`src/rtl/alu_pkg.sv`:
```
// ---------------------------------------------------------------------------
// alu_pkg
// Shared definitions for the ALU operand stage:
//   - default operand / register-address widths
//   - operand-mode encodings (in_src_sel)
//   - ALU opcode encodings carried through on aluop
//   - helpers telling which register sources an operand mode reads
// ---------------------------------------------------------------------------
package alu_pkg;

  localparam int DATA_W = 32;
  localparam int REG_AW = 5;

  // Operand modes
  localparam logic [1:0] SRC_RR    = 2'd0;  // x=rs, y=rt
  localparam logic [1:0] SRC_RI_S  = 2'd1;  // x=rs, y=sign-extended imm
  localparam logic [1:0] SRC_RI_Z  = 2'd2;  // x=rs, y=zero-extended imm
  localparam logic [1:0] SRC_SHAMT = 2'd3;  // x=rt, y=zero-extended shamt

  // ALU opcodes (prefixed: AND/OR/XOR are reserved words)
  typedef enum logic [3:0] {
    ALU_SLL  = 4'd0,
    ALU_SRA  = 4'd1,
    ALU_SRL  = 4'd2,
    ALU_MUL  = 4'd3,
    ALU_DIV  = 4'd4,
    ALU_ADD  = 4'd5,
    ALU_SUB  = 4'd6,
    ALU_AND  = 4'd7,
    ALU_OR   = 4'd8,
    ALU_XOR  = 4'd9,
    ALU_NOR  = 4'd10,
    ALU_SLT  = 4'd11,
    ALU_SLTU = 4'd12
  } alu_op_e;

  function automatic logic src_uses_rs(input logic [1:0] mode);
    return (mode != SRC_SHAMT);
  endfunction

  function automatic logic src_uses_rt(input logic [1:0] mode);
    return (mode == SRC_RR) || (mode == SRC_SHAMT);
  endfunction

endpackage

```
`src/rtl/alu_fwd_mux.sv`:
```
// ---------------------------------------------------------------------------
// alu_fwd_mux
// Bypass selector for one register source operand. Picks the EX result if
// the instruction in EX writes this register, else the MEM result if the
// instruction in MEM writes it, else the register-file value. Register 0 is
// hardwired to zero and never matches. The hit flags are also used by the
// parent for hazard detection.
// Ports:
//   used                      source is actually read by the current mode
//   src_addr, reg_val         source register address / register-file value
//   ex_wr_en/ex_dst_addr/ex_result     instruction in EX
//   mem_wr_en/mem_dst_addr/mem_result  instruction in MEM
//   fwd_val                   selected operand value
//   ex_hit, mem_hit           source matches EX / MEM destination
// ---------------------------------------------------------------------------
module alu_fwd_mux #(
  parameter int DATA_W = 32,
  parameter int REG_AW = 5
) (
  input  logic              used,
  input  logic [REG_AW-1:0] src_addr,
  input  logic [DATA_W-1:0] reg_val,
  input  logic              ex_wr_en,
  input  logic [REG_AW-1:0] ex_dst_addr,
  input  logic [DATA_W-1:0] ex_result,
  input  logic              mem_wr_en,
  input  logic [REG_AW-1:0] mem_dst_addr,
  input  logic [DATA_W-1:0] mem_result,
  output logic [DATA_W-1:0] fwd_val,
  output logic              ex_hit,
  output logic              mem_hit
);

  logic src_nz;

  always_comb begin
    src_nz  = (src_addr != '0);
    ex_hit  = used && src_nz && ex_wr_en  && (ex_dst_addr  == src_addr);
    mem_hit = used && src_nz && mem_wr_en && (mem_dst_addr == src_addr);
    // EX holds the younger write, so it wins over MEM
    if (ex_hit)       fwd_val = ex_result;
    else if (mem_hit) fwd_val = mem_result;
    else              fwd_val = reg_val;
  end

endmodule

```
`src/rtl/alu_operand_stage.sv`:
```
// ---------------------------------------------------------------------------
// alu_operand_stage
// Builds the two ALU operands from a decoded instruction bundle, resolving
// data hazards against the instructions in EX and MEM, and registers them
// behind a valid/ready handshake (one-cycle latency).
//
// Build option: define ALU_FWD_EN to enable EX/MEM bypassing; only a
// load in EX then stalls. Without it, register values are used directly and
// any pending EX/MEM write to a used source stalls the bundle.
//
// Ports:
//   clk, rst_n                      clock, async active-low reset
//   in_valid / in_ready             decode bundle handshake
//   in_rs_val, in_rt_val            register-file read values
//   in_rs_addr, in_rt_addr          source addresses
//   in_dst_addr, in_wr_en           destination / write-back enable
//   in_imm, in_shamt, in_aluop      immediate, shift amount, opcode
//   in_src_sel                      operand mode (SRC_*)
//   ex_*, mem_*                     instructions currently in EX / MEM
//   flush                           drop held and incoming bundles
//   out_valid / out_ready           ALU-side handshake
//   x, y, aluop, out_dst_addr, out_wr_en   registered bundle to the ALU
//   stall_cnt                       saturating count of hazard stall cycles
// ---------------------------------------------------------------------------
module alu_operand_stage
  import alu_pkg::*;
#(
  parameter int DATA_W = alu_pkg::DATA_W,
  parameter int REG_AW = alu_pkg::REG_AW,
  parameter int CNT_W  = 16
) (
  input  logic              clk,
  input  logic              rst_n,
  input  logic              in_valid,
  output logic              in_ready,
  input  logic [DATA_W-1:0] in_rs_val,
  input  logic [DATA_W-1:0] in_rt_val,
  input  logic [REG_AW-1:0] in_rs_addr,
  input  logic [REG_AW-1:0] in_rt_addr,
  input  logic [REG_AW-1:0] in_dst_addr,
  input  logic [15:0]       in_imm,
  input  logic [4:0]        in_shamt,
  input  logic [3:0]        in_aluop,
  input  logic [1:0]        in_src_sel,
  input  logic              in_wr_en,
  input  logic              ex_wr_en,
  input  logic [REG_AW-1:0] ex_dst_addr,
  input  logic [DATA_W-1:0] ex_result,
  input  logic              ex_is_load,
  input  logic              mem_wr_en,
  input  logic [REG_AW-1:0] mem_dst_addr,
  input  logic [DATA_W-1:0] mem_result,
  input  logic              flush,
  output logic              out_valid,
  input  logic              out_ready,
  output logic [DATA_W-1:0] x,
  output logic [DATA_W-1:0] y,
  output logic [3:0]        aluop,
  output logic [REG_AW-1:0] out_dst_addr,
  output logic              out_wr_en,
  output logic [CNT_W-1:0]  stall_cnt
);

  logic              rs_used, rt_used;
  logic [DATA_W-1:0] rs_fwd, rt_fwd;
  logic              rs_ex_hit, rs_mem_hit, rt_ex_hit, rt_mem_hit;
  logic [DATA_W-1:0] rs_op, rt_op;
  logic              hazard, accept;

  logic              out_valid_d, out_valid_q;
  logic [DATA_W-1:0] x_d, x_q, y_d, y_q;
  logic [3:0]        aluop_d, aluop_q;
  logic [REG_AW-1:0] dst_d, dst_q;
  logic              wr_en_d, wr_en_q;
  logic [CNT_W-1:0]  stall_cnt_d, stall_cnt_q;

  assign rs_used = src_uses_rs(in_src_sel);
  assign rt_used = src_uses_rt(in_src_sel);

  alu_fwd_mux #(.DATA_W(DATA_W), .REG_AW(REG_AW)) u_rs_fwd (
    .used         (rs_used),
    .src_addr     (in_rs_addr),
    .reg_val      (in_rs_val),
    .ex_wr_en     (ex_wr_en),
    .ex_dst_addr  (ex_dst_addr),
    .ex_result    (ex_result),
    .mem_wr_en    (mem_wr_en),
    .mem_dst_addr (mem_dst_addr),
    .mem_result   (mem_result),
    .fwd_val      (rs_fwd),
    .ex_hit       (rs_ex_hit),
    .mem_hit      (rs_mem_hit)
  );

  alu_fwd_mux #(.DATA_W(DATA_W), .REG_AW(REG_AW)) u_rt_fwd (
    .used         (rt_used),
    .src_addr     (in_rt_addr),
    .reg_val      (in_rt_val),
    .ex_wr_en     (ex_wr_en),
    .ex_dst_addr  (ex_dst_addr),
    .ex_result    (ex_result),
    .mem_wr_en    (mem_wr_en),
    .mem_dst_addr (mem_dst_addr),
    .mem_result   (mem_result),
    .fwd_val      (rt_fwd),
    .ex_hit       (rt_ex_hit),
    .mem_hit      (rt_mem_hit)
  );

`ifdef ALU_FWD_EN
  // Bypass covers everything except a load still in EX (data not ready yet)
  assign rs_op  = rs_fwd;
  assign rt_op  = rt_fwd;
  assign hazard = ex_is_load && (rs_ex_hit || rt_ex_hit);
`else
  // No bypass: wait until every pending write to a used source has retired
  logic unused_nofwd;
  assign rs_op  = in_rs_val;
  assign rt_op  = in_rt_val;
  assign hazard = rs_ex_hit || rs_mem_hit || rt_ex_hit || rt_mem_hit;
  assign unused_nofwd = ^{rs_fwd, rt_fwd, ex_is_load};
`endif

  assign in_ready = (!out_valid_q || out_ready) && !hazard && !flush;
  assign accept   = in_valid && in_ready;

  always_comb begin
    // operand mux
    x_d = rs_op;
    y_d = rt_op;
    unique case (in_src_sel)
      SRC_RR:    begin x_d = rs_op; y_d = rt_op; end
      SRC_RI_S:  begin x_d = rs_op; y_d = {{(DATA_W-16){in_imm[15]}}, in_imm}; end
      SRC_RI_Z:  begin x_d = rs_op; y_d = {{(DATA_W-16){1'b0}}, in_imm}; end
      SRC_SHAMT: begin x_d = rt_op; y_d = {{(DATA_W-5){1'b0}}, in_shamt}; end
      default:   begin x_d = rs_op; y_d = rt_op; end
    endcase
    aluop_d = in_aluop;
    dst_d   = in_dst_addr;
    wr_en_d = in_wr_en;

    // flush dominates; otherwise a new transfer refills, a consumed one drains
    if (flush)          out_valid_d = 1'b0;
    else if (accept)    out_valid_d = 1'b1;
    else if (out_ready) out_valid_d = 1'b0;
    else                out_valid_d = out_valid_q;

    stall_cnt_d = stall_cnt_q;
    if (in_valid && hazard && !flush && (stall_cnt_q != '1))
      stall_cnt_d = stall_cnt_q + CNT_W'(1);
  end

  // ---- stage boundary: operand bundle register ----
  always_ff @(posedge clk or negedge rst_n) begin
    if (!rst_n) begin
      out_valid_q <= 1'b0;
      x_q         <= '0;
      y_q         <= '0;
      aluop_q     <= '0;
      dst_q       <= '0;
      wr_en_q     <= 1'b0;
      stall_cnt_q <= '0;
    end else begin
      out_valid_q <= out_valid_d;
      stall_cnt_q <= stall_cnt_d;
      if (accept) begin
        x_q     <= x_d;
        y_q     <= y_d;
        aluop_q <= aluop_d;
        dst_q   <= dst_d;
        wr_en_q <= wr_en_d;
      end
    end
  end

  assign out_valid    = out_valid_q;
  assign x            = x_q;
  assign y            = y_q;
  assign aluop        = aluop_q;
  assign out_dst_addr = dst_q;
  assign out_wr_en    = wr_en_q;
  assign stall_cnt    = stall_cnt_q;

endmodule

```
`config.mk`:
```
export PLATFORM = sky130hd
export DESIGN_NAME = alu_operand_stage
export DESIGN_NICKNAME = d
export VERILOG_FILES = /design/src/rtl/alu_pkg.sv /design/src/rtl/alu_fwd_mux.sv /design/src/rtl/alu_operand_stage.sv
export SDC_FILE = /design/constraint.sdc
export NUM_CORES = 1
export LEC_CHECK = 0
export BUFFER_PORTS_ARGS = -buffer_cell sky130_fd_sc_hd__buf_2
export CAP_MARGIN = 20
export CORE_ASPECT_RATIO = 1.25
export CORE_MARGIN = 3
export CORE_UTILIZATION = 45
export DETAILED_ROUTE_END_ITERATION = 7
export PLACE_DENSITY = 0.76
export SLEW_MARGIN = 20
export SYNTH_ARGS = -nofsm -noshare
export SYNTH_HDL_FRONTEND = slang
export SYNTH_HIERARCHICAL = 1
export SYNTH_SLANG_ARGS = --single-unit
export TNS_END_PERCENT = 10
```
`constraint.sdc`:
```
create_clock -name clk -period 2.3 [get_ports clk]
set_input_delay 0.115 -clock clk [delete_from_list [all_inputs] [get_ports clk]]
set_output_delay 0.115 -clock clk [all_outputs]
set_load 0.02 [all_outputs]
```
# After elaboration in Yosys (flattened, before gate mapping)

Cells that the tools add are included.

Flip-flop bits (word level): 91
Bits in latches: 0
RAM bits: 0
Bits in read-only memories: 0
Input bits: 189
Output and inout port bits: 92
Word-level logic and storage cells: 51
Memories kept: 0

Add/sub/neg operators: 1
Multipliers: 0
Div/mod/pow operators: 0
$lt $le $gt $ge: 0
Eq/ne operators: 9
Shift-type cells: 0
Mux-type cells: 5
Bitwise logic cells: 0
Reductions and logical operators: 29

Operator list:

| operator                                       | number |
|---|---|
| case mux 32 bit (4 select lines)               | 1 |
| case mux 32 bit (2 select lines)               | 1 |
| == test 5 bit                                  | 4 |
| adder 16 x 1 -> 16 bit (second input constant) | 1 |
| logical AND 1 bit                              | 16 |
| inequality test 16 bit (second input constant) | 1 |
| nonzero test 5 bit                             | 2 |
| logical OR 1 bit                               | 5 |
| == test 2 bit (second input constant)          | 2 |
| logical NOT 1 bit                              | 3 |
| two-way mux 1 bit                              | 3 |
| nonzero test 3 bit                             | 1 |
| OR reduction 3 bit                             | 1 |
| == test 2 x 1 -> 1 bit (second input constant) | 1 |
| logical NOT 2 bit                              | 1 |
| inequality test 2 bit (second input constant)  | 1 |

# Longest topological paths before layout

Gate-level depths: netlist of run 1.

Depth after elaboration: 13
Gate-level depth with buffers: 16
Mapped depth without buffers: 10

# Cells and area by module

Netlist of run 1, hierarchy kept.

Modules (own cells, without submodules):

| module            | times used | cells each | area an instance (um2) | seq. area each (um2) |
|---|---|---|---|---|
| alu_operand_stage | 1          | 405        | 4,300.4                | 2,277.2 |
| alu_fwd_mux       | 2          | 177        | 1,204.9                | 0.0 |

# Worst setup path after synthesis of run 1

OpenSTA, ideal clock, no wires.

Path kind: input to register
From: in in_src_sel[0]
To: reg stall_cnt_q[14], in the netlist stall_cnt[14]
Library setup time: 128 ps
Data arrival time: 2,654 ps
Slack: -481 ps
Cell stages on the path: 13
Path buffers: 4
Cells stage by stage: ha_1 -> buf_2 -> buf_2 -> inv_1 -> a21bo_1 -> or3_1 -> buf_2 -> buf_6 -> inv_1 -> or4_4 -> and3_4 -> nand4_1 -> mux2_1

Word-level cells in the longest chain between the ends: 10
Elaborated cells on any way between the ends: 20
Classes of those cells: eq/ne (2); reduce/logical (18)

Ends and longest elaborated chain:

| what                           | line                     | source |
|---|---|---|
| start, declared                | alu_operand_stage.sv:44  | `input logic [1:0] in_src_sel,` |
| inequality test 2 bit          | alu_pkg.sv:38            | `return (mode != SRC_SHAMT);` |
| named net rs_used              | alu_operand_stage.sv:64  | `logic rs_used, rt_used;` |
| logical AND 1 bit (3 in a row) | alu_fwd_mux.sv:38        | `ex_hit = used && src_nz && ex_wr_en && (ex_dst_addr == src_addr);` |
| named net rs_ex_hit            | alu_operand_stage.sv:66  | `logic rs_ex_hit, rs_mem_hit, rt_ex_hit, rt_mem_hit;` |
| logical OR 1 bit (3 in a row)  | alu_operand_stage.sv:120 | `assign hazard = rs_ex_hit \|\| rs_mem_hit \|\| rt_ex_hit \|\| rt_mem_hit;` |
| logical AND 1 bit (3 in a row) | alu_operand_stage.sv:149 | `if (in_valid && hazard && !flush && (stall_cnt_q != '1))` |
| end signal, assigned           | alu_operand_stage.sv:165 | `stall_cnt_q <= stall_cnt_d;` |
| end, declared                  | alu_operand_stage.sv:75  | `logic [CNT_W-1:0] stall_cnt_d, stall_cnt_q;` |

The timed path passes the listed nets, and every way through them passes these cells.
A chain may end at the register's enable or synchronous reset.

# Worst setup path after layout of run 1

From: in in_src_sel[0]
To: reg stall_cnt_q[11], in the netlist stall_cnt[11]

Word-level cells in the longest chain between the ends: 10
Elaborated cells on any way between the ends: 20
Classes of those cells: eq/ne (2); reduce/logical (18)

Ends and longest elaborated chain:

| what                                               | line                     | source |
|---|---|---|
| == test 2 bit or logical NOT 2 bit (tied branches) | alu_pkg.sv:42            | `return (mode == SRC_RR) \|\| (mode == SRC_SHAMT);` |
| logical OR 1 bit *                                 | alu_pkg.sv:42            |  |
| named net rt_used                                  | alu_operand_stage.sv:64  |  |
| logical AND 1 bit * (3 in a row)                   | alu_fwd_mux.sv:38        |  |
| named net rt_ex_hit                                | alu_operand_stage.sv:66  |  |
| logical OR 1 bit * (2 in a row)                    | alu_operand_stage.sv:120 |  |
| logical AND 1 bit * (3 in a row)                   | alu_operand_stage.sv:149 |  |

Mark *: on every way through the listed nets, which the timed path passes. The rest lies on a longest branch.

==> flow_summary.yaml, run 1 <==
worst_setup_path:
  crit_fanout: 5
  crit_path_end_kind: "flip-flop"
  path_class: "in -> reg"
  critPathSlowestCell: "nor4_1"
  cp_top_family: "simple AND/OR/NAND/NOR gates"
  startpoint_type: "input pin"
  path_cells: "buf_2, inv_1, ha_1, inv_1, a21bo_1, or3_1, inv_1, or4_4, nand3_2, nor4_1, xor2_1"
  max_stage_delay_ns: 0.47
  cp.arrival_ns: 2.26
  cp_num_buf_inv: 4
  cp.required_ns: 2.56
  crit_top_cell: "inv_1"
sta:
  tightest_slew_ns: 0.707
  rsz0062_at_grt: "false"
  setup-tns-final_ns: 0
  hold_viol: 0
  clock-skew-final_ns: 0.00699
  setup_ws_ns: 0.301
  setup_viol: 0
  drv_slew: 0
  relSlewSlack: 0.528
  timing.final.crit_share: 0.869
  timing.fmax_ghz: 0.500
  layout_min_cycle_time_ns: 2.00
final_layout:
  fin_util: 0.638
  fin_cells: 795
  final_layout_size_suffix_gt1_frac: 0.402
  antenna_cells: 0
  final-seq-area_sq_um: 2280
  area_delta_synth_final_pct: 35.0
  multi_input_area_sq_um: 2190
  final_nets: 858
  fillCellCount: 792
power:
  p_total_w: 0.00495
  ir_drop_mv: 0.431
  leakagePower_nw: 3.29
  p_per_area_nw_per_um2: 787
placed_design:
  dp.cells: 770
  port-buffer-count: 215
  place.gp.congestion: 0.841
  post-place-ws_ns: -0.0216
  place_hpwl_um: 9610
detailed_routing:
  drc_errors: 0
  antenna_left: 0
  routed_wl_um: 12700
  vias: 4139
  via_per_inst: 5.21
  drt_iter0_drc: 160
  drtPass1Iterations: 4
  wl_per_cell_um: 15.9
clock_network:
  worstSkewPairLatency_ns: 0.34
  cts_tree: "done"
  clockBufferDepth: 2
  clk_pin_slew_ns: 0.07
  cts_root_buffer: "clkbuf_16"
  cts_sinks: 91
  cts_setup_buffers: 0
  cts.htree.levels: 3
  cts_inserted_buffers: 9
die:
  initial_core_util: 0.473
  io_pins: 281
  core-area_sq_um: 9860
  die_h_um: 120
  std_cell_rows: 40
  die_w_um: 97.1
  die-area_sq_um: 11600
grt:
  grt_pass1_wl_um: 20500
  grt_antenna_before_repair: 0
  track_usage: 0.217
  gr-total-overflow: 0
  first_global_vias: 4154
  grt_max_degree: 56
synthesis:
  syn_avg_cell_area_sq_um: 10.2
  synth.net_count: 649
  synthCells: 455
  synth_warnings: 6
  netlist_area_sq_um: 4660
worst_hold_path:
  hp-class: "in -> reg"
flow_run:
  drv_cap: 0
status:
  status: "finished, final reports clean"
-- flip-flops by register name (all words and copies together), names as in the netlist --
| name | flops |
|---|---|
| stall_cnt | 16 |
| out_valid | 1 |
| x | 32 |
| out_wr_en | 1 |
| aluop | 4 |
| y | 32 |
| out_dst_addr | 5 |
-- worst reg2reg max path: cells and delay by family, from the launching register on --
family                     cells  cell delay (ns)
muxes                          1             0.30
DFF                            1             0.45
adders and majority gates      1             0.28
and+or+nand+nor                3             0.76
-- where the power goes --
group	switching, W	leakage (nW)	total, W	internal [W]
logic	0.000754	1.95	0.00125	0.000493
registers	0.000146	1.17	0.00199	0.00184
clock network	0.000618	0.174	0.00171	0.00110
total	0.00152	3.29	0.00495	0.00343
-- repair_timing --
action,in CTS,in global routing
hold buffers,9,0
hold endpoints to repair,32,0
resized for setup,0,0
-- layout make-up --
type                       count  share of cell area
clock buffer                  10              0.0380
multi-input combinational    321               0.348
inverter                       8             0.00517
sequential                    91               0.362
tap                          126              0.0250
clock inverter                 6              0.0177
timing repair buffer         233               0.204
-- layout by cell type (no fill, tap or decap), drive strengths merged, types with 2 or more instances in the layout --
| master | instances |
|---|---|
| and3 | 2 |
| a21bo | 2 |
| nor4b | 3 |
| o21ai | 60 |
| nor2b | 7 |
| inv | 9 |
| nor4 | 8 |
| xor2 | 14 |
| mux2i | 32 |
| mux2 | 12 |
| buf | 224 |
| bufinv | 3 |
| nand2b | 2 |
| clkbuf | 10 |
| clkinv | 2 |
| dfrtp | 91 |
| dlygate4sd3 | 9 |
| xnor2 | 18 |
| nand2 | 74 |
| a21oi | 19 |
| or3 | 2 |
| nor2 | 8 |
| o31ai | 5 |
| nand4 | 10 |
| nor3 | 5 |
| a211o | 2 |
| nand3 | 6 |
| a22oi | 11 |
| ha | 5 |
| a221oi | 5 |
| or2 | 2 |
-- per-stage QoR --
stage	hold slack, ns	area (sq um)
after detailed placement	0.0578	5850
after floorplan	-0.181	4680
after CTS	0.00349	6290
after global routing	0.00963	6290
final	0.0122	6290
after global placement	0.0473	5850
-- final timing paths --
kind / start / to / slack [ns] / depth (start not counted)
min reg2reg: y[5]$_DFFE_PN0P_ / y[5]$_DFFE_PN0P_ / 0.47 / 2
max reg2reg: stall_cnt[1]$_DFFE_PN0P_ / stall_cnt[1]$_DFFE_PN0P_ / 0.41 / 5
max: in_src_sel[0] / stall_cnt[11]$_DFFE_PN0P_ / 0.30 / 11
min in group asynchronous: rst_n / stall_cnt[11]$_DFFE_PN0P_ / 0.23 / 2
min: in_aluop[2] / aluop[2]$_DFFE_PN0P_ / 0.01 / 2
max in group asynchronous: rst_n / x[29]$_DFFE_PN0P_ / 1.44 / 3
-- metal layers --
metal	part of all wire	GRT usage	wire length, um	up-vias
li1	-	-	-	2003
met1	0.40	0.262	5040	1958
met2	0.52	0.380	6600	158
met3	0.059	0.0494	748	20
met4	0.021	0.0773	265	0
met5	0	0	0	-
Note: power is estimated with default switching activity, not from simulation.
==> run 2, diff against run 1 <==
- CORE_AREA: default -> 3 3 109 111
- CORE_ASPECT_RATIO: 1.25 -> default
- CORE_MARGIN: 3 -> default
- CORE_UTILIZATION: 45 -> default
- DIE_AREA: default -> 0 0 112 114
- SYNTH_HIERARCHICAL: 1 -> default
==> run 2 against run 1 <==
Net effect: sequential power about the same; clock skew up 0.0039 ns; global-route usage down 2.2 points; synthesized cell count down 0.44%; sequential cell count unchanged; critical path type is now reg -> reg.
==> flow_summary.yaml, run 2 <==
status:
  status: "finished, final reports clean"
sta:
  clock-skew-final_ns: 0.0109
  hold_ws_ns: 0.0212
  timing.fmax_ghz: 0.473
  timing.final.crit_share: 0.920
  drv_slew: 0
  rsz0062_at_grt: "false"
  tightest_slew_ns: 0.726
  hold_viol: 0
  layout_min_cycle_time_ns: 2.12
  setup-tns-final_ns: 0
  relSlewSlack: 0.516
  setup_viol: 0
grt:
  first_global_vias: 4197
  track_usage: 0.195
  grt_antenna_before_repair: 0
  grt_pass1_wl_um: 20200
  grt_max_degree: 92
  gr-total-overflow: 0
clock_network:
  cts_inserted_buffers: 9
  worstSkewPairLatency_ns: 0.35
  cts_tree: "done"
  cts_setup_buffers: 0
  clockBufferDepth: 2
  cts.htree.levels: 3
  cts_sinks: 91
  cts_root_buffer: "clkbuf_8"
  clk_pin_slew_ns: 0.09
final_layout:
  antenna_cells: 0
  area_delta_synth_final_pct: 34.7
  final_nets: 863
  final_cell_mix: "214 x buf_2, 91 x dfrtp_1, 86 x a21oi_1"
  final_common_cell: "buf_2"
  final_layout_size_suffix_gt1_frac: 0.382
  final_cell_area_sq_um: 5960
synthesis:
  synthMuxAreaShare: 0.115
  async_flop_share: 1.00
  synth_edf_count: 0
  synth_top_area_share: 0.514
  synthFlopType: "dfrtp_1"
  synth.distinct_cells: 27
  netlist_top_cells_area: "dfrtp_1 51%, a21oi_1 9.7%, mux2i_1 7.5%, nor2_1 6.8%, xnor2_1 6.5%"
  yosysMostFrequentCell: "dfrtp_1"
  synthCells: 453
  synthAdderAreaFrac: 0.0141
  synth_seq_cells: 91
  ys_seq_area_frac: 0.514
  synthTopCellsByCount: "91 x dfrtp_1, 86 x a21oi_1, 80 x nor2_1"
  synthSimpleGateAreaFrac: 0.138
  synth.net_count: 647
  yosysTopAreaCell: "dfrtp_1"
  syn_avg_cell_area_sq_um: 9.77
  synth_compound_area_frac: 0.118
  synthXorXnorAreaFrac: 0.0673
  netlist_area_sq_um: 4430
  synth_top_family_by_area: "simple AND/OR/NAND/NOR gates"
  synth_warnings: 0
die:
  initial_core_util: 0.407
  core-area_sq_um: 10900
  die_h_um: 114
  die-area_sq_um: 12800
  std_cell_rows: 38
  io_pins: 281
  die_w_um: 112
detailed_routing:
  vias: 4081
  via_per_inst: 5.02
  drtPass1Iterations: 5
  wl_per_cell_um: 15.5
  drc_errors: 0
  drt_iter0_drc: 194
  routed_wl_um: 12600
  antenna_left: 0
worst_setup_path:
  crit_path_end_kind: "flip-flop"
  path_cells: "and3_1, and2_1, and3_1, nand3_1, and3_1, mux2_2"
  startpoint_type: "flip-flop"
  crit_fanout: 15
  cp.required_ns: 2.54
  crit_top_cell: "and3_1"
  crit_path_start: "stall_cnt[7]$_DFFE_PN0P_"
  critPathSlowestCell: "and3_1"
  path_class: "reg -> reg"
  cp.arrival_ns: 2.35
  max_stage_delay_ns: 0.50
  rr_startpoint: "stall_cnt[7]$_DFFE_PN0P_"
power:
  leakagePower_nw: 2.86
  p_per_area_nw_per_um2: 743
  ir_drop_mv: 0.511
  p_total_w: 0.00443
placed_design:
  placed_area_sq_um: 5660
  place.gp.congestion: 0.928
  port-buffer-count: 215
  place_hpwl_um: 9430
worst_hold_path:
  timing.hold.worst.start: "in_dst_addr[4]"
  hp-class: "in -> reg"
flow_run:
  drv_cap: 0
-- run 2: layout make-up --
class / count / area (sq um)
fillers: 967 / 4920
well taps: 140 / 175
repair buffers: 233 / 1290
clock buffers: 11 / 141
multi-input cells: 329 / 2010
inverters: 5 / 18.8
clock inverters: 4 / 48.8
flip-flops and latches: 91 / 2280
-- run 2: critical path: cells and delay by family, from the launching register on --
family           cells  cell delay, ns
AND/OR/NAND/NOR      5            1.19
flip-flops           1            0.43
multiplexers         1            0.40
-- run 2: routing by layer --
layer  wire [um]  part of all wire  GRT usage
met1        4950              0.39      0.229
met2        6300              0.50      0.343
met3        1060             0.084     0.0552
met4         275             0.022     0.0697
met5           0                 0          0
-- run 2: what timing repair did --
item | CTS | global route
resized for setup | 0 | 0
endpoints found under the hold margin | 101 | 0
hold buffers | 11 | 0
-- run 2: where the power goes --
group	internal, W	switching, W
sequential	0.00186	0.000155
clock	0.000528	0.000544
combinational	0.000520	0.000820
total	0.00291	0.00152
-- run 2: through the flow --
step | util | setup slack (ns) | instances
detailed placement | 0.520 | 0.205 | 787
floorplan | - | 0.283 | 453
global route | 0.548 | 0.0670 | 813
CTS | 0.548 | 0.195 | 813
finish | 0.548 | 0.184 | 813
global placement | 0.520 | 0.250 | 787
-- run 2: worst paths after layout --
kind	end	slack, ns	cells past startpoint
max	stall_cnt[1]$_DFFE_PN0P_	0.18	6
min	out_dst_addr[4]$_DFFE_PN0P_	0.02	2
max reg2reg	stall_cnt[1]$_DFFE_PN0P_	0.18	6
min reg2reg	stall_cnt[10]$_DFFE_PN0P_	0.49	1
max in group asynchronous	x[7]$_DFFE_PN0P_	1.56	3
min in group asynchronous	stall_cnt[13]$_DFFE_PN0P_	0.32	3
-- run 2: cell families (layout without fill, tap and decap cells) --
kind of cell               count (synthesis)  count (layout)
DFF                                       91              91
and+or+nand+nor                          141             141
adders and majority gates                  5               5
muxes                                     49              49
xor gates and xnor gates                  34              34
buffers and inverters                     33             253
AOI/OAI and AO/OA                        100             100
==> run 3, diff against run 2 <==
- CORE_AREA: 3 3 109 111 -> default
- CORE_ASPECT_RATIO: default -> 1.25
- CORE_MARGIN: default -> 3
- CORE_UTILIZATION: default -> 39
- DIE_AREA: 0 0 112 114 -> default
- PLACE_DENSITY: 0.76 -> 0.77
- clock period: 2.3 -> 1.8 ns (I/O delays scaled with it)
==> run 3 against run 2 <==
Net effect: utilization grew 3.9 points; setup slack lost 0.13 ns; non-clock buffer count grew 26; cell count grew 2.3%; routed wire length grew 2.4%; sequential share of layout area shrank 2.3 points; highest routed layer unchanged; fmax grew 21%; critical path depth grew 1; hold slack gained 0.024 ns; sequential cell count is the same; largest cell class unchanged; largest power group unchanged; die area shrank 0.74%; design area grew 6.6%.
==> flow_summary.yaml, run 3 (synthesized netlist as in run 2, its figures left out) <==
status:
  status: "finished, final reports clean"
worst_setup_path:
  r2r-end: "stall_cnt[1]$_DFFE_PN0P_"
  cp.required_ns: 2.02
  crit_path_end_kind: "flip-flop"
  ff2ff_path_depth: 7
  path_cells: "and3_4, and2_4, and3_4, nand3_2, and3_4, buf_12, mux2_2"
  max_stage_delay_ns: 0.41
  rr_startpoint: "stall_cnt[8]$_DFFE_PN0P_"
  path_class: "reg -> reg"
  critPathSlowestCell: "dfrtp_2"
  timing.reg2reg.setup_slack_ns: 0.06
  crit_top_cell: "and3_4"
  cp.arrival_ns: 1.97
  startpoint_type: "flip-flop"
  crit_fanout: 7
placed_design:
  dp.cells: 800
  port-buffer-count: 215
  place.gp.congestion: 0.910
  place_hpwl_um: 9760
final_layout:
  multi_input_area_sq_um: 2040
  fillCellCount: 932
  final_common_cell: "buf_2"
  antenna_cells: 0
  final_layout_size_suffix_gt1_frac: 0.420
  final_nets: 889
  area_delta_synth_final_pct: 43.6
  final_cell_mix: "214 x buf_2, 87 x dfrtp_1, 86 x a21oi_1"
  final-seq-area_sq_um: 2280
  fin_cells: 832
power:
  p_total_w: 0.00639
  p_per_area_nw_per_um2: 1000
  leakagePower_nw: 3.06
  ir_drop_mv: 0.417
die:
  std_cell_rows: 42
  core-area_sq_um: 10800
  die-area_sq_um: 12700
  die_h_um: 125
  io_pins: 281
  initial_core_util: 0.409
  die_w_um: 101
grt:
  gr-total-overflow: 0
  track_usage: 0.199
  grt_antenna_before_repair: 0
  first_global_vias: 4227
  grt_max_degree: 49
  grt_pass1_wl_um: 20200
sta:
  clock-skew-final_ns: 0.00634
  timing.fmax_ghz: 0.573
  timing.final.crit_share: 0.969
  drv_slew: 0
  setup_viol: 0
  rsz0062_at_grt: "false"
  hold_viol: 0
  layout_min_cycle_time_ns: 1.74
  relSlewSlack: 0.537
  tightest_slew_ns: 0.694
detailed_routing:
  antenna_left: 0
  drc_errors: 0
  wl_met1_um: 4910
  routed_wl_um: 12900
  via_per_inst: 5.10
  wl_per_cell_um: 15.5
  vias: 4247
  maxUsedRoutingLayer: "met4"
  dr_wl_met2_um: 6610
  met3_length_um: 995
  drtPass1Iterations: 4
  drt_iter0_drc: 131
clock_network:
  cts.htree.levels: 3
  cts_inserted_buffers: 9
  clockBufferDepth: 2
  cts_tree: "done"
  worstSkewPairLatency_ns: 0.33
  cts_root_buffer: "clkbuf_16"
  cts_sinks: 91
  clk_pin_slew_ns: 0.07
worst_hold_path:
  timing.hold.worst.start: "in_rt_val[14]"
  whs_path_depth: 3
  hp-class: "in -> reg"
  hold_path_end: "y[14]$_DFFE_PN0P_"
flow_run:
  drv_cap: 0
-- run 3: how the worst max path moves through the flow --
stage	end	slack, ns	cells past startpoint	startpoint
floorplan	stall_cnt[6]$_DFFE_PN0P_	-0.004	9	stall_cnt[8]$_DFFE_PN0P_
global placement	stall_cnt[1]$_DFFE_PN0P_	-0.07	9	in_rs_addr[3]
detailed placement	stall_cnt[1]$_DFFE_PN0P_	-0.14	9	in_rs_addr[3]
CTS	stall_cnt[1]$_DFFE_PN0P_	0.02	7	stall_cnt[8]$_DFFE_PN0P_
global route	stall_cnt[1]$_DFFE_PN0P_	0.01	7	stall_cnt[8]$_DFFE_PN0P_
finish	stall_cnt[1]$_DFFE_PN0P_	0.06	7	stall_cnt[8]$_DFFE_PN0P_
-- run 3: repair_timing --
action                                  4_1_cts  5_1_grt
gates resized for setup                       1        4
pin swaps                                     0        2
gates cloned                                  0        1
endpoints found under the setup margin        1        7
endpoints found under the hold margin        53        0
hold buffers                                 12        0
buffers inserted                              0        3
-- run 3: area by class of cell --
cell class | count | share of cell area
Timing Repair Buffer | 259 | 0.239
Inverter | 5 | 0.00295
Multi-Input combinational cell | 329 | 0.322
Clock inverter | 5 | 0.0134
Tap cell | 132 | 0.0260
Clock buffer | 11 | 0.0382
Sequential cell | 91 | 0.359
-- run 3: per-layer routing --
| metal | GRT usage | vias to the layer above |
|---|---|---|
| met2 | 0.340 | 178 |
| met4 | 0.0782 | 0 |
| li1 | - | 2039 |
| met3 | 0.0501 | 33 |
| met5 | 0 | - |
| met1 | 0.236 | 1997 |
-- run 3: metrics by stage --
step                utilization   TNS, ns  setup slack (ns)  hold slack [ns]  area [sq um]
floorplan                     -  -0.00530          -0.00424           -0.206          4450
global placement          0.539    -0.733           -0.0696            0.114          5840
detailed placement        0.539     -5.31            -0.141            0.123          5840
CTS                       0.581         0            0.0200           0.0345          6290
global route              0.587         0            0.0118           0.0438          6360
finish                    0.587         0            0.0561           0.0450          6360
-- run 3: critical path, delay by kind of cell (launching register included) --
kind	cells	cell delay, ns
buf+inv	1	0.12
flops	1	0.41
mux	1	0.32
simple gates	5	0.79
-- run 3: report_power, final --
part | internal, W | switching [W] | leakage, nW
Sequential | 0.00239 | 0.000182 | 1.07
Combinational | 0.000706 | 0.00108 | 1.84
Clock | 0.00126 | 0.000772 | 0.156
Total | 0.00435 | 0.00203 | 3.06
